<file path="config.mk">
export PLATFORM = sky130hd
export DESIGN_NAME = hex_count_sequencer
export DESIGN_NICKNAME = d
export VERILOG_FILES = /design/src/rtl/hex_count_sequencer.sv
export SDC_FILE = /design/constraint.sdc
export NUM_CORES = 1
export LEC_CHECK = 0
export ABC_AREA = 0
export CORE_ASPECT_RATIO = 0.7
export CORE_UTILIZATION = 50
export CTS_CLUSTER_DIAMETER = 60
export CTS_CLUSTER_SIZE = 40
export DETAILED_ROUTE_END_ITERATION = 16
export GPL_ROUTABILITY_DRIVEN = 0
export PLACE_DENSITY = 0.74
export RECOVER_POWER = 100
export SLEW_MARGIN = 30
export SYNTH_ARGS = -nofsm -noshare
export SYNTH_HDL_FRONTEND = slang
export SYNTH_SLANG_ARGS = --single-unit
export TNS_END_PERCENT = 10
</file>
<file path="constraint.sdc">
create_clock -name clk -period 3 [get_ports clk]
set_input_delay 0.3 -clock clk [delete_from_list [all_inputs] [get_ports clk]]
set_output_delay 0.3 -clock clk [all_outputs]
set_load 0.005 [all_outputs]
</file>
<file path="src/rtl/hex_count_sequencer.sv">
// hex_count_sequencer
//
// Produces the 4-bit count that feeds the 7-segment decoder. The board clock
// is divided down to a step rate, and the count moves up or down, wrapping
// within 0..MODULUS-1. Two raw push-buttons (run/pause toggle and
// single-step) are synchronized and debounced on-chip. A synchronous parallel
// load takes priority over everything except reset.
//
// Optional build macro: HEX_SEQ_BOUNCE_EN
//   When defined, the count bounces between the ends of its range instead of
//   wrapping. An internal direction register (reset = up) replaces the dir
//   port, and the register takes the value of dir on a load.
//
// Parameters:
//   PRESCALE   - clk cycles per count step while running (>= 2)
//   MODULUS    - count range 0..MODULUS-1 (2..16)
//   DEB_CYCLES - consecutive stable synchronized samples needed to accept a
//                button level change (>= 2)
//
// Ports:
//   clk      - system clock
//   reset    - asynchronous, active-high reset
//   run_btn  - raw run/pause button, active-high, asynchronous to clk
//   step_btn - raw single-step button, active-high, asynchronous to clk
//   dir      - 1 = count up, 0 = count down (sampled in the step cycle)
//   load     - synchronous load strobe (clk domain)
//   load_val - value to load; clamped to MODULUS-1
//   count    - current count, to segment decoder
//   running  - 1 while in RUN
//   tick     - one-cycle pulse in the cycle a stepped count appears
//   wrap     - one-cycle pulse with tick on a wrap (or reversal) step
module hex_count_sequencer #(
  parameter int PRESCALE   = 25000000,
  parameter int MODULUS    = 16,
  parameter int DEB_CYCLES = 250000
) (
  input  logic       clk,
  input  logic       reset,
  input  logic       run_btn,
  input  logic       step_btn,
  input  logic       dir,
  input  logic       load,
  input  logic [3:0] load_val,
  output logic [3:0] count,
  output logic       running,
  output logic       tick,
  output logic       wrap
);

  localparam int PW = (PRESCALE > 1) ? $clog2(PRESCALE) : 1;
  localparam int DW = (DEB_CYCLES > 1) ? $clog2(DEB_CYCLES) : 1;
  localparam logic [PW-1:0] PRESC_LAST = PW'(PRESCALE - 1);
  localparam logic [DW-1:0] DEB_LAST   = DW'(DEB_CYCLES - 1);
  localparam logic [3:0]    CNT_MAX    = 4'(MODULUS - 1);

  // ---------------------------------------------------------------------------
  // Button conditioning: index 0 = run, index 1 = step
  // ---------------------------------------------------------------------------
  logic [1:0] btn_raw;
  logic [1:0] press;

  assign btn_raw = {step_btn, run_btn};

  generate
    for (genvar gi = 0; gi < 2; gi++) begin : g_btn
      logic          sync1_reg;
      logic          sync2_reg;
      logic [1:0]    prime_reg;
      logic [DW-1:0] deb_cnt_reg;
      logic          level_reg;
      logic          level_prev_reg;
      logic          armed_reg;

      // prime_reg fills with ones two cycles after reset, marking the point
      // where sync2_reg holds a real sample rather than its reset value.
      // armed_reg is set only once the button has been seen released with
      // real samples, so a button held through reset never yields a press.
      always_ff @(posedge clk or posedge reset) begin
        if (reset) begin
          sync1_reg      <= 1'b0;
          sync2_reg      <= 1'b0;
          prime_reg      <= 2'b00;
          deb_cnt_reg    <= '0;
          level_reg      <= 1'b0;
          level_prev_reg <= 1'b0;
          armed_reg      <= 1'b0;
        end else begin
          sync1_reg      <= btn_raw[gi];
          sync2_reg      <= sync1_reg;
          prime_reg      <= {prime_reg[0], 1'b1};
          level_prev_reg <= level_reg;

          // Any sample that agrees with the accepted level restarts the run.
          if (sync2_reg == level_reg) begin
            deb_cnt_reg <= '0;
          end else if (deb_cnt_reg == DEB_LAST) begin
            level_reg   <= sync2_reg;
            deb_cnt_reg <= '0;
          end else begin
            deb_cnt_reg <= deb_cnt_reg + 1'b1;
          end

          if (prime_reg[1] && !sync2_reg && !level_reg) begin
            armed_reg <= 1'b1;
          end
        end
      end

      assign press[gi] = armed_reg & level_reg & ~level_prev_reg;
    end
  endgenerate

  // ---------------------------------------------------------------------------
  // Sequencer core
  // ---------------------------------------------------------------------------
  typedef enum logic {
    PAUSE = 1'b0,
    RUN   = 1'b1
  } state_t;

  state_t        state_reg;
  logic          running_reg;
  logic [PW-1:0] presc_reg;
  logic [3:0]    count_reg;
  logic          tick_reg;
  logic          wrap_reg;

  logic          presc_done;
  logic          step_req;
  logic          up;
  logic [3:0]    count_next;
  logic          wrap_next;

`ifdef HEX_SEQ_BOUNCE_EN
  logic          dir_reg;
  logic          dir_next;
  assign up = dir_reg;
`else
  assign up = dir;
`endif

  assign presc_done = (state_reg == RUN) && (presc_reg == PRESC_LAST);
  // Step presses only act while paused; in RUN the prescaler drives steps.
  assign step_req   = presc_done || ((state_reg == PAUSE) && press[1]);

  // Value the count takes if a step is applied this cycle.
  always_comb begin
    count_next = count_reg;
    wrap_next  = 1'b0;
`ifdef HEX_SEQ_BOUNCE_EN
    dir_next   = dir_reg;
`endif
    if (up) begin
      if (count_reg == CNT_MAX) begin
        wrap_next  = 1'b1;
`ifdef HEX_SEQ_BOUNCE_EN
        count_next = CNT_MAX - 4'd1;
        dir_next   = 1'b0;
`else
        count_next = 4'd0;
`endif
      end else begin
        count_next = count_reg + 4'd1;
      end
    end else begin
      if (count_reg == 4'd0) begin
        wrap_next  = 1'b1;
`ifdef HEX_SEQ_BOUNCE_EN
        count_next = 4'd1;
        dir_next   = 1'b1;
`else
        count_next = CNT_MAX;
`endif
      end else begin
        count_next = count_reg - 4'd1;
      end
    end
  end

  always_ff @(posedge clk or posedge reset) begin
    if (reset) begin
      state_reg   <= PAUSE;
      running_reg <= 1'b0;
      presc_reg   <= '0;
      count_reg   <= 4'd0;
      tick_reg    <= 1'b0;
      wrap_reg    <= 1'b0;
`ifdef HEX_SEQ_BOUNCE_EN
      dir_reg     <= 1'b1;
`endif
    end else begin
      tick_reg <= 1'b0;
      wrap_reg <= 1'b0;

      // Load wins over any coincident step and restarts the step interval.
      if (load) begin
        count_reg <= (load_val > CNT_MAX) ? CNT_MAX : load_val;
`ifdef HEX_SEQ_BOUNCE_EN
        dir_reg   <= dir;
`endif
      end else if (step_req) begin
        count_reg <= count_next;
        tick_reg  <= 1'b1;
        wrap_reg  <= wrap_next;
`ifdef HEX_SEQ_BOUNCE_EN
        dir_reg   <= dir_next;
`endif
      end

      // Prescaler advances only while staying in RUN; it is zero otherwise,
      // including the cycle RUN is left.
      if (!load && (state_reg == RUN) && !presc_done && !press[0]) begin
        presc_reg <= presc_reg + 1'b1;
      end else begin
        presc_reg <= '0;
      end

      // A coincident prescaler step has already been applied above.
      if (press[0]) begin
        state_reg   <= (state_reg == RUN) ? PAUSE : RUN;
        running_reg <= (state_reg == PAUSE);
      end
    end
  end

  assign count   = count_reg;
  assign running = running_reg;
  assign tick    = tick_reg;
  assign wrap    = wrap_reg;

endmodule

</file>
==> out/qor.csv <==
metric;value;unit
main flop type after synthesis;dfrtp_1;
worst slew pin tran;1.80;ns
Fin. Hold Viols;0;
placed cell area;0.00408;mm2
FF-to-FF Start;presc_reg[0]$_DFF_PP0_;
RSZ-0062 raised after global routing;no;
Distinct cells, synth;45;
syn_nets;397;
failing checks;max-capacitance violations, max-slew violations;
Hold Path End;g_btn[1].sync2_reg$_DFF_PP0_;
total routed wirelength;6830;um
largest net degree at the start of global routing;42;
Post-synth EDFFs;0;
register area share after synthesis;0.521;
fraction of layout cells with a size suffix above 1;0.0765;
Clock transition at path regs;0.08;ns
worst r2r dst;count[0]$_DFFE_PP0P_;
initial DRC count;135;
combinational power share;0.059;
Tcrit/Tclk final;0.767;
critical path data arrival time;2.53;ns
post_cts resized;0;
area delta synth->final;11.9;%
total global routing overflow;0;
Nets;415;
pre-CTS setup slack;1.01;ns
clock sinks;80;
final setup fails;0;
total CTS buffers;9;
Final Max Slew Viols;41;
required time of the critical path;3.23;ns
Final Util;0.584;
fraction of registers with async set or reset after synthesis;1.00;
antenna viol nets, final;0;
DRC;0;
Mean Syn Cell Area;10.1;um2
switching portion of total power;0.233;
CTS root buf;clkbuf_8;
CTS Hold Buffers Added;0;
DRT Pass-1 Iters;4;
FP Rows;26;
vias per inst;5.38;
Hold Crit Depth;0;
Max-Cap Viols;1;
Internal Pwr Total;0.00163;W
Psw;0.000495;W
status;complete, but fails checks;
antenna violations before repair;0;
vias in the first global route;2552;
CP endpoint kind;flop;
clk buf depth;2;
Clk pwr share;0.413;
antenna diode count;0;
core area;0.00735;mm2
tightest hold margin;0.362;ns
Startpoint Class;flop;
initial core utilization;0.522;
f_max;0.435;GHz
DR vias;2705;
skew final;0.0119;ns
H-Tree Level Count;3;
max FFs per register;36;
total track usage;0.191;
setup TNS;0;ns
postcts setup bufs;0;
synth warn;0;
hold_sp;g_btn[1].sync1_reg$_DFF_PP0_;
Power Dens Cells;495;mW/mm2
kind of critical path;flop to flop;
Tmin final;2.30;ns
setup ws final;0.700;ns
CTS tree;built;
Max FO, Critical Path;6;
Syn Inst Count;382;
Pleak;1.82;nW
Rel. slew slack;-0.208;
Die X-Extent;107;um
first-pass GRT wire length;11800;um
Post-Layout Inst Area;0.00430;mm2
DP HPWL;4810;um
Synth Cell Area;0.00384;mm2
clk_lat worst skew;0.35;ns
min-delay worst type;flop to flop;
DIE AREA;0.00804;mm2
sequential power share;0.527;
IO Count;17;
maximum VDD drop;0.000255;V
R2R depth;6;
Reg2Reg Setup Slack;0.70;ns
FF+latch count, synth;80;
wire per inst;13.6;um
Buffers on Ports;16;
die height;75.3;um
[final cells by class]
class / instances / area (um2)
clock buffer: 9 / 124
clock inverter: 7 / 103
fill: 629 / 3060
inverter: 11 / 42.5
multi-input combinational: 279 / 1710
sequential: 80 / 2000
tap: 98 / 123
timing repair buffer: 19 / 195
[worst max path at each step]
stage                                start                      end  slack [ns]  cells after the start
floorplan                            reset     count[0]$_DFFE_PP0P_        0.65                      1
global placement    presc_reg[9]$_DFF_PP0_     count[0]$_DFFE_PP0P_        1.07                      5
detailed placement  presc_reg[0]$_DFF_PP0_     count[3]$_DFFE_PP0P_        1.01                      6
CTS                 presc_reg[0]$_DFF_PP0_     count[0]$_DFFE_PP0P_        1.00                      6
global route        presc_reg[0]$_DFF_PP0_  presc_reg[12]$_DFF_PP0_        0.43                      7
finish              presc_reg[0]$_DFF_PP0_     count[0]$_DFFE_PP0P_        0.70                      6
[layout by cell type, fill, tap and decap left out, types with 2 or more instances in the layout]
master and count:
buf_4 2, xor2_1 36, a211oi_1 2, nor2_1 80, a22oi_1 2, inv_1 10
dfrtp_1 80, and3_1 11, bufinv_16 2, a221oi_1 2, ha_1 5, dlygate4sd3_1 10
nand2_1 21, nor3_1 9, nand3_1 23, xnor2_1 22, nor4_1 2, clkbuf_8 9
nand3b_1 2, nor3_2 2, or2_2 2, a21oi_1 4, nand2b_1 3, o21ai_0 6
and4_1 5, a21o_1 2, inv_6 2, nor4b_1 2, mux2_2 5, nand4_1 16
clkdlybuf4s50_1 6, clkinv_4 2
[metal layers]
layer / vias up / GRT usage / part of all wire / wire length, um
met5: - / 0 / 0 / 0
met4: 0 / 0.0746 / 0.013 / 91
met3: 8 / 0.0496 / 0.036 / 244
met2: 44 / 0.289 / 0.44 / 3010
met1: 1326 / 0.269 / 0.51 / 3480
li1: 1327 / - / - / -
[critical path, cell delays in order, from the launching register on]
cell	delay (ns)
dfrtp_1	0.40
ha_1	0.22
nand3_2	0.14
or2_2	0.34
nor3_1	0.51
a211o_1	0.25
mux2_2	0.33
[per-stage QoR]
stage / instances / power (W)
finish: 503 / 0.00212
detailed placement: 487 / 0.00127
CTS: 503 / 0.00216
global placement: 487 / 0.00127
floorplan: 382 / 0.00122
global route: 503 / 0.00222
[cell usage after synthesis (6+ instances only)]
cell | number | share of area
nand3_1 | 23 | 0.030
nor3_1 | 8 | 0.010
and3_1 | 11 | 0.018
xnor2_1 | 22 | 0.050
nand2_1 | 21 | 0.021
inv_1 | 11 | 0.011
o21ai_0 | 6 | 0.0078
nand4_1 | 16 | 0.026
dfrtp_1 | 80 | 0.52
nor2_1 | 80 | 0.078
xor2_1 | 36 | 0.082
[power groups by stage]
stage	sequential, W	combinational [W]	clock [W]
2_1_floorplan	0.00113	0.0000839	0
3_3_place_gp	0.00114	0.000129	0
3_5_place_dp	0.00114	0.000131	0
4_1_cts	0.00112	0.000132	0.000907
5_1_grt	0.00112	0.000144	0.000953
6_report	0.00112	0.000126	0.000879
[logic make-up (layout without fill, tap and decap cells)]
family | count (synthesis) | count (layout) | synth area share
and+or+nand+nor | 185 | 185 | 0.239
DFF | 80 | 80 | 0.521
xor gates and xnor gates | 58 | 58 | 0.132
AOI/OAI and AO/OA | 24 | 24 | 0.0417
buffers and inverters | 23 | 46 | 0.0310
muxes | 6 | 6 | 0.0173
adders and majority gates | 5 | 5 | 0.0163
other | 1 | 1 | 0.000977
Power figures use the tool's default switching activity.
